==> src/rtl/ps2_pkg.sv <==
// ps2_pkg: definitions shared by the PS/2 scan event decoder and its event FIFO.
//   PS2_PREFIX_EXT / PS2_PREFIX_BRK : E0 (extended) and F0 (break) prefix bytes
//   ps2_state_e                     : decoder FSM state encoding (2 bits)
//   EV_W and EV_*_BIT/MSB/LSB       : event word layout {ext, brk, code[7:0]}
//   ps2_pack_event()                : builds an event word from its fields
package ps2_pkg;

   localparam logic [7:0] PS2_PREFIX_EXT = 8'hE0;
   localparam logic [7:0] PS2_PREFIX_BRK = 8'hF0;

   typedef enum logic [1:0] {
      StIdle    = 2'd0,
      StPreE0   = 2'd1,
      StPreF0   = 2'd2,
      StPreE0F0 = 2'd3
   } ps2_state_e;

   localparam int unsigned EV_W        = 10;
   localparam int unsigned EV_EXT_BIT  = 9;
   localparam int unsigned EV_BRK_BIT  = 8;
   localparam int unsigned EV_CODE_MSB = 7;
   localparam int unsigned EV_CODE_LSB = 0;

   function automatic logic [EV_W-1:0] ps2_pack_event(input logic       ext,
                                                      input logic       brk,
                                                      input logic [7:0] code);
      logic [EV_W-1:0] ev;
      ev                          = '0;
      ev[EV_EXT_BIT]              = ext;
      ev[EV_BRK_BIT]              = brk;
      ev[EV_CODE_MSB:EV_CODE_LSB] = code;
      return ev;
   endfunction

endpackage

==> src/rtl/ps2_scan_event_decoder_if.sv <==
// ps2_scan_event_decoder_if: byte-receiver input and event-consumer output of the decoder.
//   rx_ready/rx_data         : byte strobe and byte from the PS/2 receiver
//   ev_pop/clr_overflow      : consumer pop and overflow clear
//   ev_valid/ev_code/ev_ext/ev_break/ev_count : show-ahead head event and fill level
//   overflow/proto_err       : sticky drop flag and one-cycle protocol error pulse
// master = receiver/consumer side, slave = decoder side.
// FIFO_DEPTH must match the FIFO_DEPTH of the decoder the interface is attached to.
interface ps2_scan_event_decoder_if #(
   parameter int unsigned FIFO_DEPTH = 8
) ();

   localparam int unsigned CNT_W = $clog2(FIFO_DEPTH) + 1;

   logic             rx_ready;
   logic [7:0]       rx_data;
   logic             ev_pop;
   logic             clr_overflow;
   logic             ev_valid;
   logic [7:0]       ev_code;
   logic             ev_ext;
   logic             ev_break;
   logic [CNT_W-1:0] ev_count;
   logic             overflow;
   logic             proto_err;

   modport master (
      output rx_ready, rx_data, ev_pop, clr_overflow,
      input  ev_valid, ev_code, ev_ext, ev_break, ev_count, overflow, proto_err
   );

   modport slave (
      input  rx_ready, rx_data, ev_pop, clr_overflow,
      output ev_valid, ev_code, ev_ext, ev_break, ev_count, overflow, proto_err
   );

endinterface

==> src/rtl/ps2_event_fifo.sv <==
// ps2_event_fifo: synchronous show-ahead FIFO for decoded key events.
//   clk, reset : clock, asynchronous active-high reset
//   i_push     : write i_data; dropped when full unless i_pop frees a slot this cycle
//   i_pop      : remove head entry; ignored when empty
//   o_data     : head entry (zero while empty)
//   o_empty, o_full, o_count : fill status, o_count ranges 0..DEPTH
// DEPTH must be a power of two so the pointers wrap naturally.
module ps2_event_fifo
   import ps2_pkg::*;
#(
   parameter int unsigned DEPTH = 8,
   parameter int unsigned WIDTH = EV_W
) (
   input  logic                   clk,
   input  logic                   reset,
   input  logic                   i_push,
   input  logic [WIDTH-1:0]       i_data,
   input  logic                   i_pop,
   output logic [WIDTH-1:0]       o_data,
   output logic                   o_empty,
   output logic                   o_full,
   output logic [$clog2(DEPTH):0] o_count
);

   localparam int unsigned AW    = $clog2(DEPTH);
   localparam int unsigned CNT_W = AW + 1;
   localparam logic [CNT_W-1:0] FULL_CNT = CNT_W'(DEPTH);

   logic [WIDTH-1:0] r_mem [DEPTH];
   logic [AW-1:0]    r_wr_ptr;
   logic [AW-1:0]    r_rd_ptr;
   logic [CNT_W-1:0] r_count;
   logic             w_pop_ok;
   logic             w_push_ok;

   assign o_empty = (r_count == '0);
   assign o_full  = (r_count == FULL_CNT);
   assign o_count = r_count;
   assign o_data  = o_empty ? '0 : r_mem[r_rd_ptr];

   // A pop on a full FIFO frees the slot the simultaneous push lands in.
   assign w_pop_ok  = i_pop && !o_empty;
   assign w_push_ok = i_push && (!o_full || w_pop_ok);

   always_ff @(posedge clk or posedge reset) begin
      if (reset) begin
         r_wr_ptr <= '0;
         r_rd_ptr <= '0;
         r_count  <= '0;
      end else begin
         if (w_push_ok) r_wr_ptr <= r_wr_ptr + AW'(1);
         if (w_pop_ok)  r_rd_ptr <= r_rd_ptr + AW'(1);
         if (w_push_ok && !w_pop_ok) begin
            r_count <= r_count + CNT_W'(1);
         end else if (w_pop_ok && !w_push_ok) begin
            r_count <= r_count - CNT_W'(1);
         end
      end
   end

   always_ff @(posedge clk) begin
      if (w_push_ok) r_mem[r_wr_ptr] <= i_data;
   end

endmodule

==> src/rtl/ps2_scan_event_decoder.sv <==
// ps2_scan_event_decoder: turns the PS/2 byte stream into key events {ext, brk, code}.
//   clk, reset : clock, asynchronous active-high reset
//   bus        : slave side of ps2_scan_event_decoder_if
//                (rx byte strobe in, show-ahead event FIFO head, overflow, proto_err out)
// E0 marks an extended key, F0 a release. Partial prefixes are abandoned after
// TIMEOUT_CYCLES-1 byte-less cycles. REPORT_MAKE=0 suppresses make events.
module ps2_scan_event_decoder
   import ps2_pkg::*;
#(
   parameter int unsigned FIFO_DEPTH     = 8,
   parameter int unsigned TIMEOUT_CYCLES = 2_000_000,
   parameter int unsigned REPORT_MAKE    = 1
) (
   input logic                     clk,
   input logic                     reset,
   ps2_scan_event_decoder_if.slave bus
);

   localparam int unsigned TO_W  = $clog2(TIMEOUT_CYCLES);
   localparam int unsigned CNT_W = $clog2(FIFO_DEPTH) + 1;
   // Timeout fires on the edge that would take the counter to TIMEOUT_CYCLES-1.
   localparam logic [TO_W-1:0] TO_LAST = TO_W'(TIMEOUT_CYCLES - 2);
   localparam logic MAKE_EN = (REPORT_MAKE != 0);

   ps2_state_e       r_state;
   ps2_state_e       w_state_next;
   logic [TO_W-1:0]  r_to_cnt;
   logic [TO_W-1:0]  w_to_cnt_next;
   logic             w_is_ext;
   logic             w_is_brk;
   logic             w_timeout;
   logic             w_emit;
   logic             w_emit_ext;
   logic             w_emit_brk;
   logic             w_err;
   logic             r_proto_err;
   logic             r_overflow;
   logic [EV_W-1:0]  w_head;
   logic             w_empty;
   logic             w_full;
   logic [CNT_W-1:0] w_count;

   assign w_is_ext  = (bus.rx_data == PS2_PREFIX_EXT);
   assign w_is_brk  = (bus.rx_data == PS2_PREFIX_BRK);
   // A byte arriving on the timeout cycle takes priority over the timeout.
   assign w_timeout = (r_state != StIdle) && !bus.rx_ready && (r_to_cnt == TO_LAST);

   // State register
   always_ff @(posedge clk or posedge reset) begin
      if (reset) r_state <= StIdle;
      else       r_state <= w_state_next;
   end

   // Next-state logic
   always_comb begin
      w_state_next = r_state;
      if (bus.rx_ready) begin
         case (r_state)
            StIdle: begin
               if (w_is_ext)      w_state_next = StPreE0;
               else if (w_is_brk) w_state_next = StPreF0;
            end
            StPreE0: begin
               if (w_is_brk)      w_state_next = StPreE0F0;
               else if (!w_is_ext) w_state_next = StIdle;
            end
            StPreF0: begin
               if (w_is_ext)      w_state_next = StPreE0;
               else if (!w_is_brk) w_state_next = StIdle;
            end
            StPreE0F0: w_state_next = StIdle;
            default:   w_state_next = StIdle;
         endcase
      end else if (w_timeout) begin
         w_state_next = StIdle;
      end
   end

   // Output logic: event emission, error detection, timeout counter next value
   always_comb begin
      w_emit        = 1'b0;
      w_emit_ext    = 1'b0;
      w_emit_brk    = 1'b0;
      w_err         = w_timeout;
      w_to_cnt_next = r_to_cnt + TO_W'(1);
      if (bus.rx_ready || w_timeout || (r_state == StIdle)) w_to_cnt_next = '0;
      if (bus.rx_ready) begin
         case (r_state)
            StIdle: begin
               w_emit = MAKE_EN && !w_is_ext && !w_is_brk;
            end
            StPreE0: begin
               w_emit     = MAKE_EN && !w_is_ext && !w_is_brk;
               w_emit_ext = 1'b1;
            end
            StPreF0: begin
               w_err      = w_is_ext;
               w_emit     = !w_is_ext && !w_is_brk;
               w_emit_brk = 1'b1;
            end
            StPreE0F0: begin
               w_err      = w_is_ext || w_is_brk;
               w_emit     = !w_is_ext && !w_is_brk;
               w_emit_ext = 1'b1;
               w_emit_brk = 1'b1;
            end
            default: ;
         endcase
      end
   end

   always_ff @(posedge clk or posedge reset) begin
      if (reset) begin
         r_to_cnt    <= '0;
         r_proto_err <= 1'b0;
         r_overflow  <= 1'b0;
      end else begin
         r_to_cnt    <= w_to_cnt_next;
         r_proto_err <= w_err;
         // Full implies non-empty, so any pop this cycle makes room for the push.
         if (w_emit && w_full && !bus.ev_pop) r_overflow <= 1'b1;
         else if (bus.clr_overflow)           r_overflow <= 1'b0;
      end
   end

   ps2_event_fifo #(
      .DEPTH (FIFO_DEPTH),
      .WIDTH (EV_W)
   ) u_fifo (
      .clk     (clk),
      .reset   (reset),
      .i_push  (w_emit),
      .i_data  (ps2_pack_event(w_emit_ext, w_emit_brk, bus.rx_data)),
      .i_pop   (bus.ev_pop),
      .o_data  (w_head),
      .o_empty (w_empty),
      .o_full  (w_full),
      .o_count (w_count)
   );

   assign bus.ev_valid  = !w_empty;
   assign bus.ev_code   = w_head[EV_CODE_MSB:EV_CODE_LSB];
   assign bus.ev_ext    = w_head[EV_EXT_BIT];
   assign bus.ev_break  = w_head[EV_BRK_BIT];
   assign bus.ev_count  = w_count;
   assign bus.overflow  = r_overflow;
   assign bus.proto_err = r_proto_err;

endmodule
==> src/flat_wrapper.sv <==
// flat-port wrapper written by rule: the top's interface ports become plain ports
module ps2_scan_event_decoder_flat import ps2_pkg::*;
#(
   parameter int unsigned FIFO_DEPTH     = 8,
   parameter int unsigned TIMEOUT_CYCLES = 2_000_000,
   parameter int unsigned REPORT_MAKE    = 1
)
  (clk, reset, bus_rx_ready, bus_rx_data, bus_ev_pop, bus_clr_overflow, bus_ev_valid, bus_ev_code, bus_ev_ext, bus_ev_break, bus_ev_count, bus_overflow, bus_proto_err);
  ps2_scan_event_decoder_if #(.FIFO_DEPTH(FIFO_DEPTH)) bus_i ();
  input logic clk;
  input logic reset;
  input wire logic [$bits(bus_i.rx_ready)-1:0] bus_rx_ready;
  input wire logic [$bits(bus_i.rx_data)-1:0] bus_rx_data;
  input wire logic [$bits(bus_i.ev_pop)-1:0] bus_ev_pop;
  input wire logic [$bits(bus_i.clr_overflow)-1:0] bus_clr_overflow;
  output wire logic [$bits(bus_i.ev_valid)-1:0] bus_ev_valid;
  output wire logic [$bits(bus_i.ev_code)-1:0] bus_ev_code;
  output wire logic [$bits(bus_i.ev_ext)-1:0] bus_ev_ext;
  output wire logic [$bits(bus_i.ev_break)-1:0] bus_ev_break;
  output wire logic [$bits(bus_i.ev_count)-1:0] bus_ev_count;
  output wire logic [$bits(bus_i.overflow)-1:0] bus_overflow;
  output wire logic [$bits(bus_i.proto_err)-1:0] bus_proto_err;
  assign bus_i.rx_ready = bus_rx_ready;
  assign bus_i.rx_data = bus_rx_data;
  assign bus_i.ev_pop = bus_ev_pop;
  assign bus_i.clr_overflow = bus_clr_overflow;
  assign bus_ev_valid = bus_i.ev_valid;
  assign bus_ev_code = bus_i.ev_code;
  assign bus_ev_ext = bus_i.ev_ext;
  assign bus_ev_break = bus_i.ev_break;
  assign bus_ev_count = bus_i.ev_count;
  assign bus_overflow = bus_i.overflow;
  assign bus_proto_err = bus_i.proto_err;
  ps2_scan_event_decoder #(.FIFO_DEPTH(FIFO_DEPTH), .TIMEOUT_CYCLES(TIMEOUT_CYCLES), .REPORT_MAKE(REPORT_MAKE)) u_core (.clk(clk), .reset(reset), .bus(bus_i));
endmodule
==> config.mk <==
export PLATFORM = sky130hd
export DESIGN_NAME = ps2_scan_event_decoder_flat
export DESIGN_NICKNAME = d
export VERILOG_FILES = /design/src/rtl/ps2_pkg.sv /design/src/rtl/ps2_scan_event_decoder_if.sv /design/src/rtl/ps2_event_fifo.sv /design/src/rtl/ps2_scan_event_decoder.sv /design/src/flat_wrapper.sv
export SDC_FILE = /design/constraint.sdc
export NUM_CORES = 1
export LEC_CHECK = 0
export ABC_AREA = 1
export BUFFER_PORTS_ARGS = -buffer_cell sky130_fd_sc_hd__buf_2
export CORE_AREA = 2 2 112 87
export CTS_CLUSTER_SIZE = 14
export DETAILED_ROUTE_END_ITERATION = 10
export DIE_AREA = 0 0 114 89
export PLACE_DENSITY = 0.87
export SLEW_MARGIN = 40
export SYNTH_ARGS = -nofsm -noshare
export SYNTH_HDL_FRONTEND = slang
export SYNTH_HIERARCHICAL = 1
export SYNTH_SLANG_ARGS = --single-unit
==> constraint.sdc <==
create_clock -name clk -period 3.8 [get_ports clk]
set_input_delay 0 -clock clk [delete_from_list [all_inputs] [get_ports clk]]
set_output_delay 0 -clock clk [all_outputs]
set_load 0.005 [all_outputs]
======== Word level (Yosys, flattened, before mapping) ========
Memories as Yosys holds them, arrays and structs flattened.
Cells that the tools add are included.
storage, ports and cells
  register bits after elaboration ......... 35
  memory bits (writable) .................. 80
  input port bits ......................... 13
  output and inout port bits .............. 17
  logic and storage cells ................. 79
  memories ................................ 1
memories
  memory               depth  bits a word  rd ports  clocked after memory_dff  write ports  line                  RTL
  u_core.u_fifo.r_mem  8      10           1         0                         1            ps2_event_fifo.sv:29  logic [WIDTH-1:0] r_mem [DEPTH];
operators by class
  add/subtract/negate cells ............... 5
  equality and inequality tests ........... 10
  multiplexer cells ....................... 25
  reduce and logical (&&, ||, !) cells .... 31
operator list
  operator                                                         number
  21-bit by 1-bit adder with 21-bit output, second input constant  1
  21-bit equality test, second input constant                      1
  21-bit two-way mux                                               1
  8-bit equality test, second input constant                       2
  2-bit two-way mux                                                8
  1-bit two-way mux                                                11
  10-bit two-way mux                                               1
  1-bit logical AND                                                9
  1-bit zero test                                                  8
  4-bit two-way mux                                                2
  2-bit one-hot mux with 4 select lines                            1
  2-bit nonzero test                                               4
  3-bit by 1-bit adder with 3-bit output, second input constant    2
  4-bit by 1-bit adder with 4-bit output, second input constant    1
  2-bit equality test, second input constant                       2
  4-bit equality test, second input constant                       1
  4-bit zero test                                                  1
  1-bit logical OR                                                 4
  4-bit by 2-bit != test with 1-bit output, second input constant  1
  4-bit by 3-bit != test with 1-bit output, second input constant  1
  4-bit != test, second input constant                             1
  4-bit AND reduction                                              1
  2-bit OR reduction                                               2
  4-bit OR reduction                                               1
  4 further kinds                                                  4

======== Longest topological paths before layout ========
Gate-level depths: netlist (run 1).
  word-level depth ........................ 10
  depth in mapped cells ................... 17
  depth with buffers taken out ............ 17

======== By module ========
Netlist (run 1), hierarchy kept.
modules (own cells, without submodules)
  module                  times used  cells an instance  area each (µm²)  seq. area each (µm²)
  ps2_event_fifo          1           430                4,189.0          2,652.5
  ps2_scan_event_decoder  1           233                1,629.1          625.6

======== Worst setup path after synthesis (run 1) ========
No wires, ideal clock.
  path type ............................... reg2reg
  from .................................... register u_core.u_fifo.r_count[0] (netlist: u_core/u_fifo/o_count[0])
  to ...................................... register u_core.u_fifo.r_count[3] (netlist: u_core/u_fifo/o_count[3])
  setup time .............................. 117 ps
  data arrival time ....................... 1,902 ps
  required time ........................... 3,683 ps
  setup slack ............................. 1,780 ps
  cell stages (with the launch flop) ...... 13
  path buffers ............................ 0
  clock period less this slack ............ 2,020 ps
  cells stage by stage .................... dfrtp_1 -> nor2_1 -> nand4_1 -> nand2_1 -> inv_1 -> ha_1 -> inv_1 -> ha_1 -> or2_2 -> nand2_1 -> nand2_1 -> nand3_1 -> nand2_1
on the way
  word-level cells in the longest chain between the ends .. 8
  elaborated cells between the ends (all ways) .. 16
  those cells by class .................... add/sub (2); eq/ne (1); mux (2); reduce/logical (11)
RTL lines
  item                          line                  RTL
  start, declared               ps2_event_fifo.sv:32  logic [CNT_W-1:0] r_count;
  start signal, assigned        ps2_event_fifo.sv:54  r_count <= r_count + CNT_W'(1);
  start signal, assigned        ps2_event_fifo.sv:56  r_count <= r_count - CNT_W'(1);
  4-bit zero test               ps2_event_fifo.sv:36  assign o_empty = (r_count == '0);
  1-bit zero test               ps2_event_fifo.sv:42  assign w_pop_ok = i_pop && !o_empty;
  1-bit logical AND             ps2_event_fifo.sv:42
  1-bit logical OR *            ps2_event_fifo.sv:43  assign w_push_ok = i_push && (!o_full || w_pop_ok);
  1-bit logical AND *           ps2_event_fifo.sv:43
  via u_core.u_fifo.w_push_ok   ps2_event_fifo.sv:34  logic w_push_ok;
  1-bit zero test               ps2_event_fifo.sv:55  end else if (w_pop_ok && !w_push_ok) begin
  1-bit logical AND             ps2_event_fifo.sv:55
  2-bit nonzero test (no line)  --
Mark *: on every way through the listed nets, which the timed path passes. The rest lies on a longest branch. The select of a mux whose other input is x is not followed.
A chain may end at the register's enable or synchronous reset.

======== Worst setup path in the final report (run 1) ========
  from .................................... input bus_rx_data[2]
  to ...................................... register u_core.u_fifo.r_count[3] (netlist: u_core/u_fifo/o_count[3])
on the way
  word-level cells in the longest chain between the ends .. 9
  elaborated cells between the ends (all ways) .. 13
  those cells by class .................... eq/ne (2); mux (3); reduce/logical (8)
RTL lines
  item                                    line                                                        RTL
  start, declared                         flat_wrapper.sv:13                                          input wire logic [$bits(bus_i.rx_data)-1:0] bus_rx_data;
  8-bit equality test (on tied branches)  ps2_scan_event_decoder.sv:43, ps2_scan_event_decoder.sv:44
  1-bit zero test                         --
  1-bit logical AND *                     --
  1-bit two-way mux *                     --
  1-bit two-way mux *                     ps2_scan_event_decoder.sv:87                                if (bus.rx_ready) begin
  via u_core.w_emit                       ps2_scan_event_decoder.sv:32                                logic w_emit;
  1-bit logical AND *                     ps2_event_fifo.sv:43
  via u_core.u_fifo.w_push_ok             ps2_event_fifo.sv:34
  1-bit zero test                         ps2_event_fifo.sv:55
  1-bit logical AND                       ps2_event_fifo.sv:55
  2-bit nonzero test (no line)            --
Marked as above.

==> results.md, run 1 <==
* Yosys top cell by area: sky130_fd_sc_hd__edfxtp_1
* Arrival time worst endpoint at 3210 ps
* Time the worst path needs with I/O delays and setup at 2910 ps
* Final setup violation count at 0
* Run status: completed
* TritonCTS clock tree: yes
* Number of max-slew violations in the final report at 0
* Slowest CP cell: sky130_fd_sc_hd__dlygate4sd3_1
* Sum Neg Setup Slack at 0 ps
* Maximum level of the CTS H-tree at 4
* Number of remaining DRC errors at 0
* Slew at the pin with the worst max-slew slack at 830 ps
* Worst vdd rail ir drop at 0.624 mV
* End point of the worst hold path: u_core/r_state[0]
* Max Clock Skew at 10.2 ps
* Max stage delay on crit path at 530 ps
* Net count of the finished layout at 735
* Antenna-violating nets left at 0
* Antenna violations before repair at 0
* Avg Vias per Cell at 5.53
* Number of antenna cells inserted at 0
* Synth-to-layout area growth at 15.9%
* Root buffer selected by CTS: sky130_fd_sc_hd__clkbuf_16
* Leading cell types by total area after synthesis: sky130_fd_sc_hd__edfxtp_1, sky130_fd_sc_hd__dfrtp_1, sky130_fd_sc_hd__nand2_1
* Total CTS buffers at 17
* Number of flops mapped to enable cells by yosys at 80
* Number of cells produced by synthesis at 663
* Die boundary height at 89 µm
* Total via count in the routed design at 4637
* Total setup buffers inserted after CTS at 0
* Worst R2R End: u_core/u_fifo/o_count[3]
* Latest clock arrival within the worst-skew pair at 410 ps
* Most used flip-flop cell after synthesis: sky130_fd_sc_hd__edfxtp_1
* Pleak at 3.13 nW
* Final Cycle Share at 76.5%
* DR WL/cell at 15.9 µm
* Area fraction in and, or, nand and nor cells after synthesis at 27.1%
* Number of cells on the worst hold path at 5
* Internal reg-to-reg setup slack at 1080 ps
* Routed WL at 13.4 mm
* First-pass GRT wire length at 21.5 mm
* Number of buffers between clock root and the deepest sink at 2
* Part of the Yosys area used for sequential elements at 56.3%
* Async SR Flop Fraction at 30.4%
* Sinks on Clock Net at 115
* Required time at the endpoint of the critical path at 4100 ps
* Most frequent cells after synthesis: sky130_fd_sc_hd__nand2_1, sky130_fd_sc_hd__inv_1, sky130_fd_sc_hd__edfxtp_1, sky130_fd_sc_hd__nor2_1, sky130_fd_sc_hd__nand3_1
* Power per cell area at 677 nW/µm²
* Top-count cell post-synth: sky130_fd_sc_hd__nand2_1
* Combinational family with the most area after synthesis: simple AND/OR/NAND/NOR gates
* Largest net degree at the start of global routing at 42
* Adder-Cell Fraction of Synth Area at 1.85%
* Setup CP Type: input port to flop
* Mapped cell area at 5820 µm²
* Detailed router's first-iteration violation count at 663
* Worst setup SP type: input port
* Number of hold-slack violations in the final timing report at 0
* Clock slew at reported path FFs at 50 ps
* Classification of the worst-slack hold path: input port to flop
* Post-synthesis mux area share at 0%
* GRT overflow at 0
* Xor-xnor portion of the synthesized cell area at 2.71%
* Tightest slew margin relative to the limit at 44.6%
* Critical Path, Cell by Cell: dlygate4sd3_1 -> buf_2 -> inv_1 -> nand2_1 -> nor2_1 -> nand2_1 -> nand2_1 -> nor2_1 -> nand2_1 -> inv_1 -> ha_1 -> inv_1 -> ha_1 -> or2_2 -> nand2_1 -> nand2_1 -> nand3_1 -> nand2_1
* Final design utilization at 75.5%
* Area fraction in compound gates after synthesis at 1.25%
* Horizontal die dimension at 114 µm
* Maximum fanout encountered on the critical timing path at 13
* Core Footprint at 8930 µm²
* Starting Density at 65.1%
* Seq cells post-synth at 115
* RePlAce Congestion at 0.963
* HPWL reported at the end of detailed placement at 8.02 mm
* RSZ-0062 raised after global routing: no
* Total iterations of the first detailed-routing run at 6
* Overall routing resource usage at 28.6%
* Top cell type's share of synthesized area at 41.3%
* Number of primary I/O pins at 30
* Worst hold path startpoint: bus_rx_ready
* Depth of the worst register-to-register path at 11
* R2r startpoint: u_core/u_fifo/o_count[0]
* Die area at 10100 µm²
* Post-synthesis cell type count at 35
* Vias in the first global route at 4521
* Post-synthesis net count at 684
* Number of buffers added on ports at 29
* Layout cells sized above 1 at 14.2%
* Yosys synthesis warning count at 6
* Avg Cell Area, Syn at 8.78 µm²
* FP Rows at 30
* Max Cap Viol at 0
* Max Clock Freq at 344 MHz
* Critical Path Most Common Cell: sky130_fd_sc_hd__nand2_1
* Endpoint kind of the worst setup timing path: flop
power breakdown:
group	switching, W	leakage, nW	internal [W]	total [W]
logic	0.000899	1.67	0.000487	0.00139
registers	0.000139	1.20	0.00152	0.00166
clock network	0.000562	0.269	0.000957	0.00152
how the worst max path moves through the flow:
stage	start	to	slack [ps]	cells after the start
finish	bus_rx_data[2]	u_core/u_fifo/o_count[3]	890	18
global route	bus_rx_data[0]	u_core/u_fifo/o_count[3]	650	18
CTS	bus_rx_data[2]	u_core/u_fifo/o_count[3]	1010	18
detailed placement	u_core/u_fifo/o_count[0]	u_core/u_fifo/o_count[3]	1130	11
global placement	u_core/u_fifo/o_count[0]	u_core/u_fifo/o_count[3]	1310	11
floorplan	u_core/u_fifo/o_count[0]	u_core/u_fifo/o_count[3]	1780	12
layout make-up:
cell class / count / area [µm²]
Clock buffer: 18 / 429
Clock inverter: 14 / 140
Fill cell: 572 / 2190
Timing Repair Buffer: 52 / 348
Tap cell: 112 / 140
Sequential cell: 115 / 3280
Multi-Input combinational cell: 400 / 1920
Inverter: 128 / 483
placed cells by master (no fill, tap or decap), types with 4 or more instances in the layout:
| master | netlist | routed |
|---|---|---|
| sky130_fd_sc_hd__edfxtp_1 | 80 | 80 |
| sky130_fd_sc_hd__nand2_2 | 14 | 14 |
| sky130_fd_sc_hd__nand2_1 | 173 | 173 |
| sky130_fd_sc_hd__clkinv_2 | 0 | 4 |
| sky130_fd_sc_hd__xnor2_1 | 9 | 9 |
| sky130_fd_sc_hd__ha_1 | 7 | 7 |
| sky130_fd_sc_hd__nor2_1 | 71 | 71 |
| sky130_fd_sc_hd__inv_1 | 123 | 122 |
| sky130_fd_sc_hd__nor4_1 | 4 | 4 |
| sky130_fd_sc_hd__xor2_1 | 9 | 9 |
| sky130_fd_sc_hd__clkbuf_16 | 0 | 17 |
| sky130_fd_sc_hd__clkinvlp_4 | 0 | 4 |
| sky130_fd_sc_hd__o21ai_0 | 5 | 5 |
| sky130_fd_sc_hd__dfrtp_1 | 35 | 34 |
| sky130_fd_sc_hd__buf_2 | 9 | 29 |
| sky130_fd_sc_hd__buf_4 | 3 | 11 |
| sky130_fd_sc_hd__nand4_1 | 6 | 6 |
| sky130_fd_sc_hd__nor3_1 | 14 | 13 |
| sky130_fd_sc_hd__nand3_1 | 67 | 66 |
| sky130_fd_sc_hd__inv_2 | 4 | 5 |
| sky130_fd_sc_hd__dlygate4sd3_1 | 0 | 12 |
registers in the layout (all words and copies together), names as in the netlist:
signal,count
u_core/bus.overflow,1
u_core/bus.proto_err,1
u_core/r_state,2
u_core/r_to_cnt,21
u_core/u_fifo/o_count,4
u_core/u_fifo/r_mem,80
u_core/u_fifo/r_rd_ptr,3
u_core/u_fifo/r_wr_ptr,3
worst max-delay path: cells and delay by family:
family / cells / cell delay, ps
fa+ha+maj: 2 / 500
buf+inv: 5 / 1060
simple gates: 11 / 1650
layer usage:
| layer | vias to the layer above | global-route usage, % | part of all wire [%] |
|---|---|---|---|
| li1 | 2176 | - | - |
| met1 | 2075 | 36.0 | 38 |
| met2 | 319 | 45.6 | 46 |
| met3 | 67 | 8.61 | 12 |
| met4 | 0 | 15.1 | 3.9 |
| met5 | - | 0 | 0 |
kinds of logic after synthesis:
| group | Yosys count |
|---|---|
| xor gates and xnor gates | 18 |
| DFF | 115 |
| AOI/OAI and AO/OA | 13 |
| adders and majority gates | 8 |
| and+or+nand+nor | 361 |
| buffers and inverters | 148 |
timing repair:
action,4_1_cts,5_1_grt
hold buffers,12,0
endpoints found under the hold margin,103,0
endpoints found under the setup margin,0,0
resized for setup,0,0
through the flow:
| stage | std cells | worst slack [ps] | area, µm² | total power [W] | hold WS (ps) |
|---|---|---|---|---|---|
| floorplan | 663 | 1780 | 5820 | 0.00263 | -160 |
| global placement | 795 | 1310 | 6040 | 0.00296 | -3.93 |
| detailed placement | 795 | 1130 | 6040 | 0.00302 | 18.1 |
| CTS | 839 | 1010 | 6730 | 0.00455 | 81.9 |
| global route | 839 | 653 | 6740 | 0.00481 | 112 |
| finish | 839 | 894 | 6740 | 0.00456 | 102 |
(Power assumes the default switching activity.)
==> inputs of run 2 (changes only) <==
- CORE_AREA: 2 2 112 87 -> 2 2 116 90
- DIE_AREA: 0 0 114 89 -> 0 0 118 92
- PLACE_DENSITY: 0.87 -> 0.82
- clock period: 3.8 -> 2.8 ns (I/O delays scaled with it)
==> run 2 against run 1 <==
Against the previous run: register-to-register slack got worse by 520 ps; wire length grew 1.6%; via count fell by 0.60%; critical path depth down 1; critical path type unchanged; hold slack lost 3.5 ps; critical endpoint unchanged; highest routed layer unchanged; largest power group unchanged; sequential cell count unchanged; clock power increased by 47%; setup slack worse by 740 ps.
==> results.md, run 2 (synthesized netlist as in run 1, its figures left out) <==
* Run status: completed
* Commonest non-fill, non-tap cell in the layout: sky130_fd_sc_hd__nand2_1
* Number of buffers between clock root and the deepest sink at 2
* Antenna violations before repair at 1
* RePlAce Congestion at 0.908
* Detailed router's first-iteration violation count at 709
* Clock slew at reported path FFs at 50 ps
* Total CTS buffers at 17
* TritonCTS clock tree: yes
* Maximum fanout encountered on the critical timing path at 10
* Internal reg-to-reg setup slack at 560 ps
* Worst vdd rail ir drop at 0.673 mV
* Max Cap Viol at 0
* Latest clock arrival within the worst-skew pair at 410 ps
* Largest Register: u_core/u_fifo/r_mem
* Die area at 10900 µm²
* Net count of the finished layout at 737
* Number of max-slew violations in the final report at 0
* Final Cycle Share at 94.5%
* First-pass GRT wire length at 21.9 mm
* Slew at the pin with the worst max-slew slack at 821 ps
* HPWL reported at the end of detailed placement at 8.15 mm
* Worst setup SP type: input port
* Largest net degree at the start of global routing at 42
* Total iterations of the first detailed-routing run at 5
* Routed wl met3 at 1.31 mm
* Antenna-violating nets left at 0
* Number of primary I/O pins at 30
* Commonest cells after routing, fill and taps aside: sky130_fd_sc_hd__nand2_1, sky130_fd_sc_hd__inv_1, sky130_fd_sc_hd__edfxtp_1, sky130_fd_sc_hd__nor2_1, sky130_fd_sc_hd__nand3_1
* Setup CP Type: input port to flop
* End point of the worst hold path: u_core/r_state[1]
* Cell Area, Placed at 6090 µm²
* Starting Density at 58.8%
* DR WL/cell at 15.7 µm
* Core Footprint at 9890 µm²
* Max Clock Skew at 5.56 ps
* Cell area after layout at 6820 µm²
* Number of remaining DRC errors at 0
* Met2 routed WL at 6.30 mm
* Total setup buffers inserted after CTS at 0
* Root buffer selected by CTS: sky130_fd_sc_hd__clkbuf_16
* Arrival time worst endpoint at 2940 ps
* GRT overflow at 0
* Required time at the endpoint of the critical path at 3100 ps
* Number of antenna cells inserted at 0
* Number of buffers added on ports at 29
* FP Rows at 32
* Time the worst path needs with I/O delays and setup at 2640 ps
* Worst slack at placement at 394 ps
* Tightest slew margin relative to the limit at 45.2%
* Classification of the worst-slack hold path: input port to flop
* Pleak at 3.17 nW
* RSZ-0062 raised after global routing: no
* Overall routing resource usage at 26.5%
* Power, Total at 0.00640 W
* Number of hold-slack violations in the final timing report at 0
* Die boundary height at 92 µm
* Number of cells on the worst hold path at 5
* Max Clock Freq at 378 MHz
* Sinks on Clock Net at 115
* Synth-to-layout area growth at 17.2%
* Highest routed layer: met4
* Endpoint kind of the worst setup timing path: flop
* Final setup violation count at 0
* Worst setup slack after layout at 155 ps
* Max reg flops at 80
* Horizontal die dimension at 118 µm
* Vias in the first global route at 4649
* Worst hold path startpoint: bus_rx_ready
* Final hold slack at 98.5 ps
* Power per cell area at 938 nW/µm²
* Total via count in the routed design at 4609
* Avg Vias per Cell at 5.33
* Depth of the worst register-to-register path at 12
* Sum Neg Setup Slack at 0 ps
* Maximum level of the CTS H-tree at 4
* Routed WL at 13.6 mm
* Layout cells sized above 1 at 14.3%
* R2r startpoint: u_core/u_fifo/o_count[0]
* Met1 Wirelength at 5.43 mm
* Worst R2R End: u_core/u_fifo/o_count[3]
[run 2: cell count changes in the layout (fill, tap and decap cells not counted), moves of 2 or more]
cell	delta
sky130_fd_sc_hd__buf_4	+2
sky130_fd_sc_hd__bufinv_16	+2
sky130_fd_sc_hd__clkinv_2	+3
sky130_fd_sc_hd__clkinv_4	-3
sky130_fd_sc_hd__clkinvlp_4	-3
[run 2: layout make-up]
cell class	instances	area, µm²
clock buffers	20	447
clock inverters	12	163
fillers	713	3070
inverters	128	483
multi-input cells	400	1920
flip-flops and latches	115	3280
well taps	136	170
repair buffers	54	363
[run 2: timing repair]
action                                  CTS  global route
endpoints found under the setup margin    0             1
hold endpoints to repair                103             0
resized for setup                         0             1
hold buffers                             12             0
[run 2: metrics by stage]
step,instances,util [%]
after floorplan,663,-
after global placement,821,61.6
after detailed placement,821,61.6
after CTS,865,68.9
after global routing,865,69.0
final,865,69.0
[run 2: critical path: stages]
cell and delay (ps):
sky130_fd_sc_hd__dlygate4sd3_1 530, sky130_fd_sc_hd__buf_2 210, sky130_fd_sc_hd__nand2_1 100, sky130_fd_sc_hd__nor2_1 310
sky130_fd_sc_hd__inv_1 110, sky130_fd_sc_hd__nor2_1 190, sky130_fd_sc_hd__nor2_1 100, sky130_fd_sc_hd__nand2_1 90
sky130_fd_sc_hd__inv_1 70, sky130_fd_sc_hd__ha_1 200, sky130_fd_sc_hd__inv_1 160, sky130_fd_sc_hd__ha_1 280
sky130_fd_sc_hd__or2_2 310, sky130_fd_sc_hd__nand2_1 80, sky130_fd_sc_hd__nand2_1 60, sky130_fd_sc_hd__nand3_1 70
sky130_fd_sc_hd__nand2_1 50
[run 2: how the worst max path moves through the flow]
stage                                        start                       end  slack (ps)  cells past startpoint
after floorplan           u_core/u_fifo/o_count[0]  u_core/u_fifo/o_count[3]         780                     12
after global placement              bus_rx_data[0]  u_core/u_fifo/o_count[3]         580                     17
after detailed placement            bus_rx_data[0]  u_core/u_fifo/o_count[3]         390                     17
after CTS                           bus_rx_data[3]  u_core/u_fifo/o_count[3]         280                     18
after global routing                bus_rx_data[6]  u_core/u_fifo/o_count[3]          30                     17
final                               bus_rx_data[6]  u_core/u_fifo/o_count[3]         160                     17
[run 2: report_power, final]
part           switching [W]  total (W)  internal (W)
clock               0.000740    0.00224       0.00150
combinational        0.00121    0.00188      0.000672
sequential          0.000217    0.00228       0.00206
[run 2: layer usage]
metal,vias to the layer above,global-route usage (%)
met2,274,42.6
met4,0,13.5
met5,-,0
li1,2179,-
met3,66,8.15
met1,2090,32.8
==> inputs of run 3 (changes only) <==
- CORE_AREA: 2 2 116 90 -> 2 2 117 91
- CTS_CLUSTER_SIZE: 14 -> default
- DIE_AREA: 0 0 118 92 -> 0 0 119 93
- PLACE_DENSITY: 0.82 -> 0.81
==> run 3 against run 2 <==
Against the previous run: register-to-register slack gained 30 ps; clock power shrank 9%; core utilization shrank 0.89 points; setup slack gained 26 ps; die area grew 1.9%; critical path depth grew 1; count of clock-buffer cells in the layout grew 2; hold slack lost 28 ps; global-route usage shrank 1.1 points; sequential power is essentially flat; combinational power is essentially flat; critical endpoint unchanged.
==> results.md, run 3 (synthesized netlist as in run 1, its figures left out) <==
* Worst setup slack after layout at 182 ps
* Layout cells sized above 1 at 14.1%
* Required time at the endpoint of the critical path at 3100 ps
* Routed wl met3 at 1.20 mm
* Number of max-slew violations in the final report at 0
* Max Clock Skew at 11.2 ps
* Number of antenna cells inserted at 0
* Final setup violation count at 0
* Largest delay contributor family on the critical path: simple AND/OR/NAND/NOR gates
* Number of remaining DRC errors at 0
* Cell Area, Placed at 6090 µm²
* Starting Density at 58.4%
* Met2 routed WL at 6.25 mm
* Highest routed layer: met4
* Classification of the worst-slack hold path: input port to flop
* Time the worst path needs with I/O delays and setup at 2620 ps
* Sinks on Clock Net at 115
* Core Footprint at 9970 µm²
* RSZ-0062 raised after global routing: no
* Total CTS buffers at 17
* Endpoint kind of the worst setup timing path: flop
* Largest net degree at the start of global routing at 42
* Root buffer selected by CTS: sky130_fd_sc_hd__clkbuf_16
* Power per cell area at 913 nW/µm²
* Die area at 11100 µm²
* Horizontal die dimension at 119 µm
* Antenna-violating nets left at 0
* Max Clock Freq at 382 MHz
* Net count of the finished layout at 737
* Number of buffers added on ports at 29
* Final hold slack at 70.2 ps
* Synth-to-layout area growth at 16.7%
* Number of buffers between clock root and the deepest sink at 2
* Overall routing resource usage at 25.5%
* Setup CP Type: input port to flop
* Run status: completed
* Pleak at 3.14 nW
* Number of primary I/O pins at 30
* Met1 Wirelength at 5.55 mm
* RePlAce Congestion at 0.919
* Avg Vias per Cell at 5.37
* TritonCTS clock tree: yes
* Total iterations of the first detailed-routing run at 5
* Max stage delay on crit path at 540 ps
* Maximum fanout encountered on the critical timing path at 10
* Commonest cells after routing, fill and taps aside: sky130_fd_sc_hd__nand2_1, sky130_fd_sc_hd__inv_1, sky130_fd_sc_hd__edfxtp_1, sky130_fd_sc_hd__nor2_1, sky130_fd_sc_hd__nand3_1
* Cell area after layout at 6790 µm²
* Vias in the first global route at 4488
* Largest Register: u_core/u_fifo/r_mem
* Max Cap Viol at 0
* Clock slew at reported path FFs at 50 ps
* Latest clock arrival within the worst-skew pair at 410 ps
* Commonest non-fill, non-tap cell in the layout: sky130_fd_sc_hd__nand2_1
* GRT overflow at 0
* Routed WL at 13.3 mm
* Number of hold-slack violations in the final timing report at 0
* Slew at the pin with the worst max-slew slack at 890 ps
* Max reg flops at 80
* Fill cells at 704
* HPWL reported at the end of detailed placement at 7.99 mm
* Worst vdd rail ir drop at 0.732 mV
* Maximum level of the CTS H-tree at 4
* Tightest slew margin relative to the limit at 40.7%
* Worst setup SP type: input port
* Final Cycle Share at 93.5%
* Number of buffer and inverter stages on the critical path at 5
* Detailed router's first-iteration violation count at 567
* Sum Neg Setup Slack at 0 ps
* Antenna violations before repair at 0
* Slowest CP cell: sky130_fd_sc_hd__dlygate4sd3_1
* FP Rows at 32
* Arrival time worst endpoint at 2910 ps
* DR WL/cell at 15.4 µm
* Critical Path, Cell by Cell: dlygate4sd3_1 -> buf_2 -> inv_1 -> nand2_1 -> nor2_1 -> nand2_1 -> nand2_1 -> nor2_1 -> nand2_1 -> inv_1 -> ha_1 -> inv_1 -> ha_1 -> or2_2 -> nand2_1 -> nand2_1 -> nand3_1 -> nand2_1
* Worst slack at placement at 401 ps
* First-pass GRT wire length at 21.6 mm
* Critical Path Most Common Cell: sky130_fd_sc_hd__nand2_1
* Die boundary height at 93 µm
* Total via count in the routed design at 4649
* Total setup buffers inserted after CTS at 0
[run 3: cell count changes in the layout (fill, tap and decap cells not counted), sizes merged]
cell | before | now
bufinv | 4 | 0
clkbuf | 20 | 22
clkinv | 7 | 4
clkinvlp | 1 | 6
[run 3: path summary, 6_finish.rpt]
check	startpoint	endpoint	slack, ps	depth (start not counted)
max reg2reg	u_core/u_fifo/o_count[0]	u_core/u_fifo/o_count[3]	590	11
min	bus_rx_ready	u_core/r_state[1]	70	5
min reg2reg	u_core/r_to_cnt[0]	u_core/r_to_cnt[0]	510	1
max in group asynchronous	reset	u_core/r_to_cnt[12]	2240	3
max	bus_rx_data[0]	u_core/u_fifo/o_count[3]	180	18
min in group asynchronous	reset	u_core/u_fifo/r_rd_ptr[0]	150	3
[run 3: repair_timing]
item	CTS	global route
resized for setup	0	0
hold endpoints to repair	103	0
hold buffers	12	0
[run 3: worst reg2reg max path: cells and delay by family, from the launching register on]
family,cells,cell delay (ps)
fa+ha+maj,2,510
simple gates,8,1030
buf+inv,1,100
flops,1,470
[run 3: per-stage QoR]
stage	util (%)	instances	power, W
global route	68.1	865	0.00652
detailed placement	61.1	821	0.00411
finish	68.1	865	0.00620
global placement	61.1	821	0.00402
CTS	68.1	865	0.00619
floorplan	-	663	0.00357
[run 3: routing by layer]
layer	vias to the layer above	global-route usage, %
met1	2145	33.3
li1	2182	-
met2	286	41.4
met3	36	6.16
met5	-	0
met4	0	10.3
[run 3: where the power goes]
part,switching (W),internal [W]
sequential,0.000186,0.00206
clock,0.000764,0.00128
combinational,0.00124,0.000666
[run 3: final cells by class]
cell class | count | area (µm²) | share of cell area [%]
Clock buffer | 22 | 507 | 7.47
Clock inverter | 10 | 72.6 | 1.07
Inverter | 128 | 483 | 7.12
Multi-Input combinational cell | 400 | 1910 | 28.2
Sequential cell | 115 | 3280 | 48.3
Tap cell | 136 | 170 | 2.51
Timing Repair Buffer | 54 | 363 | 5.35
